==> config.mk <==
export PLATFORM = sky130hd
export DESIGN_NAME = step_pulser
export DESIGN_NICKNAME = d
export VERILOG_FILES = /design/src/rtl/step_pulser.sv
export SDC_FILE = /design/constraint.sdc
export NUM_CORES = 1
export LEC_CHECK = 0
export ABC_AREA = 1
export CAP_MARGIN = 5
export CORE_ASPECT_RATIO = 1.25
export CORE_MARGIN = 4
export CORE_UTILIZATION = 34
export CTS_CLUSTER_SIZE = 28
export DETAILED_ROUTE_END_ITERATION = 12
export GPL_TIMING_DRIVEN = 0
export PLACE_DENSITY = 0.5
export SLEW_MARGIN = 25
export SYNTH_ARGS = -nofsm -noshare
export SYNTH_HDL_FRONTEND = slang
export SYNTH_SLANG_ARGS = --single-unit
export TNS_END_PERCENT = 100
==> constraint.sdc <==
create_clock -name clk -period 1.2 [get_ports clk]
set_input_delay 0.12 -clock clk [delete_from_list [all_inputs] [get_ports clk]]
set_output_delay 0.12 -clock clk [all_outputs]
set_load 0.02 [all_outputs]
==> src/rtl/step_pulser.sv <==
// Button conditioning for the mod-6 display counter: two-flop synchronisers,
// per-button debounce/auto-repeat, and an up-priority step/direction register.

module step_pulser_chan #(
    parameter int unsigned DEB_CYCLES    = 16,
    parameter int unsigned REPEAT_CYCLES = 0,
    parameter int unsigned CNT_W         = 16
) (
    input  logic clk,
    input  logic clr,
    input  logic s,
    output logic lvl,
    output logic ev
);

    typedef enum logic [1:0] {
        IDLE   = 2'd0,
        HELD   = 2'd1,
        REPEAT = 2'd2
    } state_t;

    localparam logic [CNT_W-1:0] DEB_LAST = CNT_W'(DEB_CYCLES - 1);
    localparam logic [CNT_W-1:0] REP_LAST =
        CNT_W'((REPEAT_CYCLES > 0) ? (REPEAT_CYCLES - 1) : 0);
    localparam logic REP_EN = (REPEAT_CYCLES > 0);

    state_t           st, st_nx;
    logic [CNT_W-1:0] deb_cnt, deb_nx;
    logic [CNT_W-1:0] rep_cnt, rep_nx;
    logic             lvl_nx;
    logic             accept;

    always_ff @(posedge clk or posedge clr) begin
        if (clr) begin
            st      <= IDLE;
            lvl     <= 1'b0;
            deb_cnt <= '0;
            rep_cnt <= '0;
        end else begin
            st      <= st_nx;
            lvl     <= lvl_nx;
            deb_cnt <= deb_nx;
            rep_cnt <= rep_nx;
        end
    end

    always_comb begin
        accept = (s != lvl) && (deb_cnt == DEB_LAST);
        lvl_nx = lvl;
        deb_nx = '0;
        st_nx  = st;
        rep_nx = rep_cnt;
        ev     = 1'b0;

        if (accept) begin
            lvl_nx = s;
        end else if (s != lvl) begin
            deb_nx = deb_cnt + 1'b1;
        end

        // an accepted release outranks a repeat landing on the same edge
        case (st)
            IDLE: begin
                if (accept) begin
                    st_nx  = HELD;
                    ev     = 1'b1;
                    rep_nx = '0;
                end
            end
            HELD, REPEAT: begin
                if (accept) begin
                    st_nx  = IDLE;
                    rep_nx = '0;
                end else if (REP_EN) begin
                    if (rep_cnt == REP_LAST) begin
                        st_nx  = REPEAT;
                        ev     = 1'b1;
                        rep_nx = '0;
                    end else begin
                        rep_nx = rep_cnt + 1'b1;
                    end
                end
            end
            default: st_nx = IDLE;
        endcase
    end

endmodule

module step_pulser #(
    parameter int unsigned DEB_CYCLES    = 16,
    parameter int unsigned REPEAT_CYCLES = 0,
    parameter int unsigned CNT_W         = 16
) (
    input  logic clk,
    input  logic clr,
    input  logic btn_up,
    input  logic btn_dn,
    output logic step,
    output logic u,
    output logic up_lvl,
    output logic dn_lvl
);

    logic meta_up, meta_dn;
    logic s_up, s_dn;
    logic ev_up, ev_dn;

    always_ff @(posedge clk or posedge clr) begin
        if (clr) begin
            meta_up <= 1'b0;
            meta_dn <= 1'b0;
            s_up    <= 1'b0;
            s_dn    <= 1'b0;
        end else begin
            meta_up <= btn_up;
            meta_dn <= btn_dn;
            s_up    <= meta_up;
            s_dn    <= meta_dn;
        end
    end

    step_pulser_chan #(
        .DEB_CYCLES    (DEB_CYCLES),
        .REPEAT_CYCLES (REPEAT_CYCLES),
        .CNT_W         (CNT_W)
    ) u_chan_up (
        .clk (clk),
        .clr (clr),
        .s   (s_up),
        .lvl (up_lvl),
        .ev  (ev_up)
    );

    step_pulser_chan #(
        .DEB_CYCLES    (DEB_CYCLES),
        .REPEAT_CYCLES (REPEAT_CYCLES),
        .CNT_W         (CNT_W)
    ) u_chan_dn (
        .clk (clk),
        .clr (clr),
        .s   (s_dn),
        .lvl (dn_lvl),
        .ev  (ev_dn)
    );

    // simultaneous events collapse to one up step; the down event is dropped
    always_ff @(posedge clk or posedge clr) begin
        if (clr) begin
            step <= 1'b0;
            u    <= 1'b1;
        end else begin
            step <= ev_up | ev_dn;
            if (ev_up) begin
                u <= 1'b1;
            end else if (ev_dn) begin
                u <= 1'b0;
            end
        end
    end

endmodule

### After elaboration in Yosys (flattened, before gate mapping)

Cells that the tools add are included.

| operators by class | value |
|---|---|
| equal/unequal tests | 12 |
| reduce and logical (&&, ||, !) cells | 9 |
| muxes and demuxes | 16 |
| add/sub/neg operators | 2 |
| bitwise logic cells | 1 |

Operators by type and width:

| cell | number |
|---|---|
| $mux W16 | 4 |
| $add A16 B1 Y16 const B | 2 |
| $eq A16 B4 Y1 const B | 2 |
| $mux W2 | 4 |
| $ne A2 B1 Y1 const B | 4 |
| $pmux W2 S2 | 2 |
| $mux W1 | 6 |
| $eq A2 B1 Y1 const B | 2 |
| $eq A2 B2 Y1 const B | 2 |
| $logic_not A2 Y1 | 2 |
| $reduce_and A2 Y1 | 2 |
| $reduce_or A2 Y1 | 2 |
| $logic_and A1 B1 Y1 | 2 |
| $ne A1 B1 Y1 | 2 |
| $reduce_bool A2 Y1 | 1 |
| $or A1 B1 Y1 | 1 |

| word-level totals | value |
|---|---|
| logic and storage cells | 52 |
| input port bits | 4 |
| output and inout port bits | 4 |
| register bits | 44 |

### Longest topological paths before layout

Gate-level depths: netlist of the first run.

| logic depth | value |
|---|---|
| depth after elaboration | 6 |
| gate-level depth with buffers | 8 |
| mapped depth without buffers | 8 |

### Hierarchy

A second synthesis of the first run with hierarchy kept.

| unflattened totals | value |
|---|---|
| cell total of the unflattened synthesis | 288 |
| area, all modules | 2235.9 µm² |

By module, submodules not included:

| module | cells each | instances | area each (µm²) |
|---|---|---|---|
| step_pulser_chan | 138 | 2 | 1031.0 |
| step_pulser | 12 | 1 | 173.9 |

### Worst setup path before layout of the first run

No wires, ideal clock.

| timing path | value |
|---|---|
| kind | register -> register |
| start | register u_chan_dn.deb_cnt[0] |
| end | register u_chan_dn.deb_cnt[3] |
| cell stages (with the launch flop) | 7 |
| period minus slack after synthesis | 1.227 ns |
| arrival | 1.112 ns |
| slack | -0.027 ns |
| library setup time | 0.115 ns |
| buffers on the path | 0 |
| cell sequence | dfrtp_1 ha_1 nand3_1 nor2_1 nand3_2 nand3b_1 inv_1 |

| on the way | value |
|---|---|
| cells in the longest elaborated chain, start to end | 3 |

RTL lines:

| element | line | RTL |
|---|---|---|
| start: declaration | 28 | `logic [CNT_W-1:0] deb_cnt, deb_nx;` |
| start signal: assignment | 42 | `deb_cnt <= deb_nx;` |
| $add A16 B1 Y16 or $eq A16 B4 Y1 (tied branches) | 58, 48 |  |
| $mux W16 or $logic_and A1 B1 Y1 (tied branches) | 57, 48 |  |
| $mux W16 * | 55 | `if (accept) begin` |
| named net u_chan_dn.deb_nx[3] | 28 |  |

Mark *: on every way through the listed nets, which the timed path passes. The rest lies on a longest branch.
A chain may end at the register's enable or synchronous reset.

### Worst setup path after layout of the first run

| timing path | value |
|---|---|
| start | register u_chan_up.deb_cnt[9] |
| end | register u_chan_up.st[0] |

| on the way | value |
|---|---|
| cells in the longest elaborated chain, start to end | 4 |

RTL lines:

| element | line | RTL |
|---|---|---|
| start: declaration | 28 |  |
| start signal: assignment | 42 |  |
| $eq A16 B4 Y1 * | 48 | `accept = (s != lvl) && (deb_cnt == DEB_LAST);` |
| $logic_and A1 B1 Y1 * | 48 |  |
| $ne A2 B1 Y1 (no line) | - |  |
| $reduce_and A2 Y1 (no line) * | - |  |
| end signal: assignment | 40 | `st <= st_nx;` |
| end: declaration | 27 | `state_t st, st_nx;` |

Every way passes the cells marked *; elsewhere a longest branch is shown, timed or not.

==> key figures, run 1 <==
Floorplan
  – Die area: 7881 µm²
  – Core ar.: 6246 µm²
  – Die W: 80.21 µm
  – Rows: 32
  – # IOs: 8
  – Initial Util: 35.48%
  – DIE HEIGHT: 98.26 µm

Outcome
  – Violated checks: negative setup slack
  – Status: complete, but fails checks

Layout
  – Nets: 343
  – Area grow syn2layout: 36.65%
  – Share of layout cells above drive strength 1: 36.98%
  – Design Area, Final: 3028 µm²
  – Inserted Diodes: 0
  – Fill count: 611
  – Commonest non-fill, non-tap cell in the layout: nand2_1
  – Commonest non-fill, non-tap cells in the layout: nand2_1, nor2_1, buf_4, dfrtp_1, inv_1

Placed design
  – Port Buffer Count: 7
  – Post-DP HPWL: 3.365 mm
  – Routability cong.: 0.8005
  – Placed inst area: 2430 µm²

Power
  – Register share of total power: 56.0%
  – PwrDens: 862.4 nW/µm²
  – Switch share: 24.04%
  – Internal: 1984 µW
  – Clock Power Share: 37.0%
  – Comb power frac: 7.0%
  – Peak VDD IR: 0.0003995 V
  – Leakage: 0.001378 µW
  – Switch Pwr: 627.8 µW

Yosys
  – Syn Std Cell Area: 2216 µm²
  – Xor-xnor portion of the synthesized cell area: 6.211%
  – Post-synthesis mux area share: 0%
  – Combinational family with the most area after synthesis: simple AND/OR/NAND/NOR gates
  – Post-synth EDFFs: 0
  – Synth Instances: 291
  – Unique cell type count in the Yosys netlist: 26
  – Simple-gate share of the synthesized area: 35.63%
  – Share of synthesized registers carrying an async set or reset: 100.0%
  – YS warnings: 0
  – Syn_area_per_cell: 7.615 µm²
  – Syn nets: 297
  – Seq/Total Area, Yosys: 47.49%
  – Adder-cell share of the synthesized area: 1.129%
  – Post-synthesis register bit count: 42
  – Main synth FF type: dfrtp_1
  – Synth Area in Compound Gates: 2.710%

STA
  – Worst path setup slack after routing: -8.143 ps
  – Max Transition Viols Final: 0
  – Finish-stage setup viols: 2
  – Clock Skews: 11.10 ps
  – Fmax: 827.7 MHz
  – Final Cycle Share: 100.7%
  – Slew HR: 68.50%
  – Setup TNS: -8.685 ps
  – Final min period: 1208 ps
  – Fin. Hold Viols: 0
  – RSZ-0062 raised after global routing: yes
  – Worst Tran Pin Value: 471.8 ps

Clock network
  – CTS tree: yes
  – Clock sinks: 42
  – Root Driver: clkbuf_8
  – Skew-Pair Late Insertion Delay: 290 ps
  – # hold bufs at CTS: 0
  – Clock Path Buffers: 2
  – H-Tree Depth: 2
  – Num CTS Buffers: 5
  – Clk pin slew, worst setup/hold paths: 90 ps

Critical path
  – CP Buf/Inv Count: 0
  – Worst path most repeated cell: nand2_1
  – Worst path slowest cell: dfrtp_2
  – Data arrival, critical path: 1390 ps
  – Crit path largest cell delay: 450 ps
  – Worst-path cell chain: nor2_1 -> nand3_1 -> nor2_2 -> nand3_4 -> nand2_1 -> nand2_1
  – Flop-to-flop setup slack: -8 ps
  – Crit Path Max Fanout: 6
  – Critical path class: flip-flop to flip-flop
  – Crit path capture type: flip-flop
  – Crit path launch type: flip-flop
  – CP top delay family: simple AND/OR/NAND/NOR gates
  – Crit path required time: 1380 ps

Job
  – Maxcap violations: 0

Global route
  – Number of global-route vias before repair: 1842
  – GRT Residual Overflow: 0
  – GR Util met2: 23.53%
  – First-pass GRT wire length: 8.093 mm
  – Initial antenna violation count: 0
  – GR Layer Usage met1: 14.63%
  – Largest net degree at the start of global routing: 24
  – Most Crowded Layer GR: met2
  – GR Layer Usage met3: 2.214%
  – GRT Util Overall: 13.17%

Route
  – Wire per inst: 11.81 µm
  – Drt via density: 4.480
  – DRT Wirelength: 4.995 mm
  – Pre-Repair DR Iteration Count: 4
  – Routed Antenna Nets: 0
  – Vias: 1895
  – DRC errors left: 0
  – Initial DRC count: 49

Hold path
  – Worst min-delay path class: input port to async pin
## layer usage
metal  routed length [µm]  vias to the layer above  part of all wire, %
met3                   83                       13                  1.7
met5                    0                        -                    0
met2                 2681                       18                   54
li1                     -                      987                    -
met4                  159                        0                  3.2
met1                 2070                      877                   41
## metrics by stage
step	std cells	util (%)	hold slack, ps	worst slack [ps]	power (µW)
4_1_cts	404	43.77	170.9	-21.52	2629
3_3_place_gp	383	38.46	332.1	-835.6	1597
6_report	423	48.48	152.6	-8.143	2611
5_1_grt	423	48.48	200.4	-94.03	2734
3_5_place_dp	384	38.90	337.1	-168.3	1610
2_1_floorplan	291	-	151.4	-0.7144	1561
## area by class of cell
class | instances | area (µm²) | share of cell area [%]
plain buffers | 2 | 22.52 | 0.7438
clock buffers | 6 | 82.58 | 2.727
clock inverters | 2 | 12.51 | 0.4132
inverters | 36 | 135.1 | 4.463
multi-input cells | 211 | 1271 | 41.98
flip-flops and latches | 42 | 1067 | 35.25
well taps | 85 | 106.4 | 3.512
repair buffers | 39 | 330.3 | 10.91
## cells in the mapped netlist (all sizes together), types with 3 or more instances
cell type	number	area share, %
dfrtp	41	46
inv	36	6.1
nand2	85	15
nand3	19	5.0
nand4	6	1.7
nor2	68	12
nor3	4	1.1
o21ai	3	0.68
o21bai	6	2.0
xnor2	4	1.9
xor2	10	4.3
## what timing repair did
action,in CTS,in global routing
cloned,0,0
buffers inserted,12,19
resized for setup,34,64
setup endpoints to repair,33,38
pin swaps,8,21
## cells by family after synthesis
| group | after synthesis |
|---|---|
| compound gates | 9 |
| fa+ha+maj | 2 |
| simple gates | 186 |
| buf+inv | 38 |
| flops | 42 |
| xor+xnor | 14 |
## state kept, by name, indices dropped and copies added (netlist names)
name,flops
u_chan_dn.lvl,1
meta_up,1
step,1
u_chan_dn.deb_cnt,16
u_chan_up.st,1
u,1
u_chan_up.deb_cnt,16
s_dn,1
meta_dn,1
s_up,1
u_chan_up.lvl,1
u_chan_dn.st,1
## power groups by stage
stage               clock network [µW]  registers, µW  logic (µW)
finish                             967           1460         182
global route                      1060           1470         204
CTS                               1010           1460         157
detailed placement                   0           1480         126
global placement                     0           1480         113
floorplan                            0           1480        80.6
## final timing paths
| check | from | cells past startpoint | endpoint |
|---|---|---|---|
| worst max-delay path | u_chan_up.deb_cnt[9] | 6 | u_chan_up.st[0] |
| worst max register to register | u_chan_up.deb_cnt[9] | 6 | u_chan_up.st[0] |
| worst min-delay path | clr | 2 | u_chan_dn.deb_cnt[5] |
| max in group asynchronous | clr | 3 | u |
| worst min register to register | meta_dn | 0 | s_dn |
| min in group clk | btn_dn | 1 | meta_dn |
(Power assumes the default switching activity.)
==> inputs of run 2 (changes only) <==
SKIP_LAST_GASP = 1   (was default)
==> key figures, run 2 (synthesis gave the netlist of run 1 again) <==
Floorplan
  – Die W: 80.21 µm (unchanged)
  – # IOs: 8 (unchanged)
  – Rows: 32 (unchanged)
  – DIE HEIGHT: 98.26 µm (unchanged)
  – Die area: 7881 µm² (unchanged)
  – Core ar.: 6246 µm² (unchanged)
  – Initial Util: 35.48% (unchanged)

Critical path
  – Reg2Reg Launch Point: u_chan_up.deb_cnt[9] (unchanged)
  – Worst-path cell chain: nor2_1 -> nand3_1 -> nor2_2 -> nand3_4 -> nand2_1 -> nand2_1 (unchanged)
  – R2R cell count: 6 (unchanged)
  – Data arrival, critical path: 1390 ps (about the same)
  – Critical path origin: u_chan_up.deb_cnt[9] (unchanged)
  – Crit path largest cell delay: 450 ps (about the same)
  – Crit path required time: 1380 ps (about the same)
  – Crit path launch type: flip-flop (unchanged)
  – Worst path most repeated cell: nand2_1 (unchanged)
  – CP top delay family: simple AND/OR/NAND/NOR gates (unchanged)
  – Crit path capture type: flip-flop (unchanged)
  – Worst path slowest cell: dfrtp_2 (unchanged)
  – Crit Path Max Fanout: 6 (unchanged)
  – Critical path class: flip-flop to flip-flop (unchanged)
  – Critical Path Stages: 6 (unchanged)
  – CP Buf/Inv Count: 0 (unchanged)

Power
  – Peak VDD IR: 0.0004005 V (was 0.0003995 V)
  – Leakage: 0.001379 µW (was 0.001378 µW)
  – PwrDens: 865.7 nW/µm² (was 862.4 nW/µm²)

Global route
  – Initial antenna violation count: 0 (unchanged)
  – GRT Util Overall: 13.17% (unchanged)
  – Number of global-route vias before repair: 1842 (unchanged)
  – Largest net degree at the start of global routing: 24 (unchanged)
  – GRT Residual Overflow: 0 (unchanged)
  – First-pass GRT wire length: 8.093 mm (unchanged)

STA
  – Fin. Hold Viols: 0 (unchanged)
  – Setup TNS: -10.74 ps (was -8.685 ps)
  – Final Cycle Share: 100.8% (was 100.7%)
  – Final min period: 1209 ps (was 1208 ps)
  – Slew HR: 68.51% (was 68.50%)
  – Worst path setup slack after routing: -9.202 ps (was -8.143 ps)
  – Clock Skews: 10.76 ps (was 11.10 ps)
  – Finish-stage setup viols: 2 (unchanged)
  – Max Transition Viols Final: 0 (unchanged)
  – Worst Tran Pin Value: 471.7 ps (was 471.8 ps)
  – RSZ-0062 raised after global routing: yes (unchanged)
  – Fmax: 827.0 MHz (was 827.7 MHz)

Outcome
  – Status: complete, but fails checks (unchanged)
  – Violated checks: negative setup slack (unchanged)

Layout
  – Nets: 343 (unchanged)
  – Commonest non-fill, non-tap cells in the layout: nand2_1, nor2_1, buf_4, inv_1, dfrtp_1 (was nand2_1, nor2_1, buf_4, dfrtp_1, inv_1)
  – Top Registers: u_chan_dn.deb_cnt x16, u_chan_up.deb_cnt x16 (unchanged)
  – Area grow syn2layout: 36.14% (was 36.65%)
  – Inserted Diodes: 0 (unchanged)
  – Commonest non-fill, non-tap cell in the layout: nand2_1 (unchanged)
  – Share of layout cells above drive strength 1: 35.80% (was 36.98%)
  – Design Area, Final: 3017 µm² (was 3028 µm²)

Clock network
  – Skew-Pair Late Insertion Delay: 290 ps (about the same)
  – Clock sinks: 42 (unchanged)
  – Clk pin slew, worst setup/hold paths: 90 ps (about the same)
  – H-Tree Depth: 2 (unchanged)
  – CTS tree: yes (unchanged)
  – Root Driver: clkbuf_8 (unchanged)
  – Clock Path Buffers: 2 (unchanged)
  – Num CTS Buffers: 5 (unchanged)
  – # hold bufs at CTS: 0 (unchanged)

Placed design
  – Post-DP HPWL: 3.365 mm (unchanged)
  – Placed inst area: 2430 µm² (unchanged)
  – Port Buffer Count: 7 (unchanged)
  – Routability cong.: 0.8005 (unchanged)

Route
  – Vias: 1896 (was 1895)
  – Routed Antenna Nets: 0 (unchanged)
  – DRT Wirelength: 4.998 mm (was 4.995 mm)
  – Pre-Repair DR Iteration Count: 4 (unchanged)
  – DRC errors left: 0 (unchanged)
  – Wire per inst: 11.82 µm (was 11.81 µm)
  – Drt via density: 4.482 (was 4.480)
  – Initial DRC count: 50 (was 49)

Job
  – Maxcap violations: 0 (unchanged)

Hold path
  – Worst min-delay path class: input port to async pin (unchanged)
run 2: routing by layer:
layer,GRT usage (%),up-vias,share of wire [%]
met3,2.214,13,1.7
li1,-,986,-
met4,6.762,0,3.2
met2,23.53,18,54
met5,0,-,0
met1,14.63,879,42
run 2: path summary, 6_finish.rpt:
check                                       endpoint  slack [ps]
max in group asynchronous                          u         500
min in group clk                             meta_dn         270
worst min register to register                  s_dn         350
worst max register to register       u_chan_up.st[0]          -9
worst max-delay path                 u_chan_up.st[0]          -9
worst min-delay path            u_chan_dn.deb_cnt[5]         150
run 2: area by class of cell:
class / instances / area [µm²]
Inverter: 36 / 135.1
Clock buffer: 6 / 82.58
Tap cell: 85 / 106.4
Timing Repair Buffer: 39 / 324.1
Clock inverter: 2 / 12.51
Fill cell: 611 / 3229
Buffer: 2 / 22.52
Sequential cell: 42 / 1067
Multi-Input combinational cell: 211 / 1266
run 2: power breakdown:
| part | switching, µW | leakage [µW] | internal, µW |
|---|---|---|---|
| Combinational | 98.4 | 0.000783 | 82.4 |
| Sequential | 24.4 | 0.000549 | 1440 |
| Clock | 505 | 0.0000472 | 463 |
run 2: worst register-to-register path: stages (launching register included):
cell     delay (ps)
dfrtp_2         450
nor2_1          110
nand3_1         120
nor2_2          170
nand3_4         120
nand2_1          70
nand2_1          50
run 2: repair_timing:
item,4_1_cts,5_1_grt
pin swaps,8,21
hold endpoints to repair,0,0
buffers inserted,12,19
endpoints found under the setup margin,33,38
gates resized for setup,30,63
run 2: through the flow:
stage / util, % / instances / hold slack (ps) / total power (µW) / setup slack [ps]
after floorplan: - / 291 / 151.4 / 1561 / -0.7144
after global placement: 38.46 / 383 / 332.1 / 1597 / -835.6
after detailed placement: 38.90 / 384 / 337.1 / 1610 / -168.3
after CTS: 43.69 / 404 / 170.9 / 2629 / -97.98
after global routing: 48.30 / 423 / 200.4 / 2733 / -94.03
final: 48.30 / 423 / 152.6 / 2611 / -9.202
==> inputs of run 3 (changes only) <==
ABC_AREA = default   (was 1)
SLEW_MARGIN = 20   (was 25)
==> key figures, run 3 <==
Yosys
  – Seq/Total Area, Yosys: 54.19% (was 47.49%)
  – Main synth FF type: dfrtp_1 (unchanged)
  – Xor-xnor portion of the synthesized cell area: 13.53% (was 6.211%)
  – Post-synthesis mux area share: 1.160% (was 0%)
  – Combinational family with the most area after synthesis: simple AND/OR/NAND/NOR gates (unchanged)
  – Most common cell in the synthesized netlist: dfrtp_1 (was nand2_1)
  – Synth Area in Compound Gates: 0.9021% (was 2.710%)
  – Simple-gate share of the synthesized area: 26.68% (was 35.63%)
  – Post-synthesis register bit count: 42 (unchanged)
  – Commonest cells in the netlist: dfrtp_1, nor2_1, xnor2_1 (was nand2_1, nor2_1, dfrtp_1)
  – Unique cell type count in the Yosys netlist: 28 (was 26)
  – Largest cells by area after synthesis: dfrtp_1, xnor2_1, nor2_1, nand4_1, nor4_1 (was dfrtp_1, nand2_1, nor2_1, inv_1, nand3_1)
  – Syn_area_per_cell: 10.61 µm² (was 7.615 µm²)
  – Syn Std Cell Area: 1942 µm² (was 2216 µm²)
  – Adder-cell share of the synthesized area: 1.289% (was 1.129%)
  – Synth top area share: 52.84% (was 46.30%)
  – Syn nets: 189 (was 297)
  – Post-synth EDFFs: 0 (unchanged)
  – YS warnings: 0 (unchanged)
  – Share of synthesized registers carrying an async set or reset: 100.0% (unchanged)
  – Synth area leader: dfrtp_1 (unchanged)
  – Synth Instances: 183 (was 291)

Placed design
  – DP Worst Slack: -438.4 ps (was -168.3 ps)
  – Post-DP HPWL: 2.662 mm (was 3.365 mm)
  – Port Buffer Count: 7 (unchanged)
  – Placed inst area: 2220 µm² (was 2430 µm²)
  – Routability cong.: 0.8034 (was 0.8005)

Floorplan
  – # IOs: 8 (unchanged)
  – Initial Util: 35.43% (was 35.48%)
  – DIE HEIGHT: 92.50 µm (was 98.26 µm)
  – Core ar.: 5480 µm² (was 6246 µm²)
  – Die W: 75.60 µm (was 80.21 µm)
  – Rows: 30 (was 32)
  – Die area: 6992 µm² (was 7881 µm²)

STA
  – Worst Tran Pin Value: 483.1 ps (was 471.7 ps)
  – Hold Slack: 161.5 ps (was 152.6 ps)
  – Finish-stage setup viols: 38 (was 2)
  – Fmax: 657.2 MHz (was 827.0 MHz)
  – Worst path setup slack after routing: -321.5 ps (was -9.202 ps)
  – Max Transition Viols Final: 0 (unchanged)
  – RSZ-0062 raised after global routing: yes (unchanged)
  – Clock Skews: 2.423 ps (was 10.76 ps)
  – Final Cycle Share: 126.8% (was 100.8%)
  – Fin. Hold Viols: 0 (unchanged)
  – Slew HR: 67.75% (was 68.51%)
  – Final min period: 1522 ps (was 1209 ps)

Clock network
  – Clock sinks: 42 (unchanged)
  – # hold bufs at CTS: 0 (unchanged)
  – Clock Path Buffers: 2 (unchanged)
  – Skew-Pair Late Insertion Delay: 290 ps (about the same)
  – Clk pin slew, worst setup/hold paths: 80 ps (was 90 ps)
  – Num CTS Buffers: 5 (unchanged)
  – Root Driver: clkbuf_8 (unchanged)
  – CTS tree: yes (unchanged)
  – H-Tree Depth: 2 (unchanged)

Global route
  – Largest net degree at the start of global routing: 23 (was 24)
  – GRT Util Overall: 12.95% (was 13.17%)
  – Number of global-route vias before repair: 1531 (was 1842)
  – GRT Residual Overflow: 0 (unchanged)
  – First-pass GRT wire length: 6.996 mm (was 8.093 mm)
  – Initial antenna violation count: 0 (unchanged)

Layout
  – Commonest non-fill, non-tap cell in the layout: dfrtp_1 (was nand2_1)
  – Design Area, Final: 2834 µm² (was 3017 µm²)
  – Inserted Diodes: 0 (unchanged)
  – Commonest non-fill, non-tap cells in the layout: dfrtp_1, buf_4, nor2_1, xnor2_1, dfrtp_2 (was nand2_1, nor2_1, buf_4, inv_1, dfrtp_1)
  – Share of layout cells above drive strength 1: 46.49% (was 35.80%)
  – Nets: 233 (was 343)
  – Area grow syn2layout: 45.94% (was 36.14%)
  – Top Registers: u_chan_dn.deb_cnt x16, u_chan_up.deb_cnt x16 (unchanged)

Power
  – Peak VDD IR: 0.0005629 V (was 0.0004005 V)
  – PwrDens: 903.1 nW/µm² (was 865.7 nW/µm²)
  – Leakage: 0.001224 µW (was 0.001379 µW)
  – Total power: 2559 µW (was 2611 µW)

Critical path
  – Reg2Reg Launch Point: u_chan_dn.deb_cnt[14] (was u_chan_up.deb_cnt[9])
  – Crit path capture type: flip-flop (unchanged)
  – Crit path largest cell delay: 450 ps (about the same)
  – Worst-path cell chain: nor4_4 -> nand4_4 -> or3_4 -> a21o_1 (was nor2_1 -> nand3_1 -> nor2_2 -> nand3_4 -> nand2_1 -> nand2_1)
  – R2R cell count: 4 (was 6)
  – Reg2reg end: u (was u_chan_up.st[0])
  – Crit path launch type: flip-flop (unchanged)
  – Crit path required time: 1430 ps (was 1380 ps)
  – Data arrival, critical path: 1750 ps (was 1390 ps)
  – Crit Path Max Fanout: 3 (was 6)
  – Critical path class: flip-flop to flip-flop (unchanged)
  – Worst path slowest cell: dfrtp_2 (unchanged)
  – Flop-to-flop setup slack: -320 ps (was -9 ps)

Route
  – Pre-Repair DR Iteration Count: 4 (unchanged)
  – Drt via density: 5.075 (was 4.482)
  – DRC errors left: 0 (unchanged)
  – Routed Antenna Nets: 0 (unchanged)
  – DRT Wirelength: 4.385 mm (was 4.998 mm)
  – Wire per inst: 15.02 µm (was 11.82 µm)
  – Initial DRC count: 31 (was 50)
  – Vias: 1482 (was 1896)

Hold path
  – Worst min-delay path class: input port to async pin (unchanged)

Job
  – Maxcap violations: 0 (unchanged)

Outcome
  – Status: complete, but fails checks (unchanged)
  – Violated checks: negative setup slack (unchanged)
-- run 3: changes by cell type in the layout (fill, tap and decap cells not counted), moves of 5 or more --
cell / delta
nand2_1: -62
inv_1: -25
nor2_1: -21
xnor2_1: +17
nand2_2: -11
nor2_2: -9
nor4_4: +8
nand3_1: -7
buf_4: -6
inv_2: -6
o21bai_1: -6
nor2_4: -5
-- run 3: report_power, final --
group          total (µW)  internal [µW]  switching [µW]
combinational         195           99.1            96.4
clock                 904            409             495
sequential           1460           1440            23.3
total                2560           1940             615
-- run 3: logic make-up (layout without fill, tap and decap cells) --
kind of cell,Yosys count,in the layout
AOI/OAI and AO/OA,3,3
buffers and inverters,9,54
DFF,42,42
muxes,2,2
adders and majority gates,2,2
xor gates and xnor gates,30,30
and+or+nand+nor,95,95
-- run 3: critical path, delay by kind of cell, from the launching register on --
| family | cells | cell delay (ps) |
|---|---|---|
| flops | 1 | 450 |
| compound gates | 1 | 180 |
| simple gates | 3 | 830 |
-- run 3: worst max-delay path by stage --
stage,from,end,slack (ps),depth (start not counted)
2_1_floorplan,u_chan_dn.deb_cnt[6],u,-270,4
3_3_place_gp,clr,u_chan_dn.deb_cnt[5],-850,2
3_5_place_dp,u_chan_up.deb_cnt[0],u_chan_up.deb_cnt[6],-440,6
4_1_cts,u_chan_dn.deb_cnt[13],u,-330,4
5_1_grt,u_chan_dn.deb_cnt[14],u,-370,4
6_report,u_chan_dn.deb_cnt[14],u,-320,4
-- run 3: timing repair --
action                                  in CTS  in global routing
gates cloned                                 1                  1
endpoints found under the setup margin      42                 38
pin swaps                                   10                 20
gates resized for setup                     40                 34
setup buffers                               17                 10
-- run 3: layout make-up --
type	instances	area [µm²]
Clock inverter	3	21.27
Tap cell	64	80.08
Sequential cell	42	1069
Buffer	4	52.55
Fill cell	497	2646
Multi-Input combinational cell	132	1181
Inverter	5	18.77
Clock buffer	5	68.82
Timing Repair Buffer	37	342.8
-- run 3: layer usage --
| layer | up-vias | wire, µm | global-route usage (%) |
|---|---|---|---|
| li1 | 719 | - | - |
| met1 | 739 | 1746 | 14.74 |
| met2 | 15 | 2458 | 22.77 |
| met3 | 9 | 80 | 3.040 |
| met4 | 0 | 100 | 4.810 |
| met5 | - | 0 | 0 |
-- run 3: through the flow --
step	setup TNS (ps)	std cells	util (%)
floorplan	-5975	183	-
global placement	-42060	254	40.00
detailed placement	-12490	255	40.50
CTS	-8023	281	46.80
global route	-10140	292	51.71
finish	-8186	292	51.71
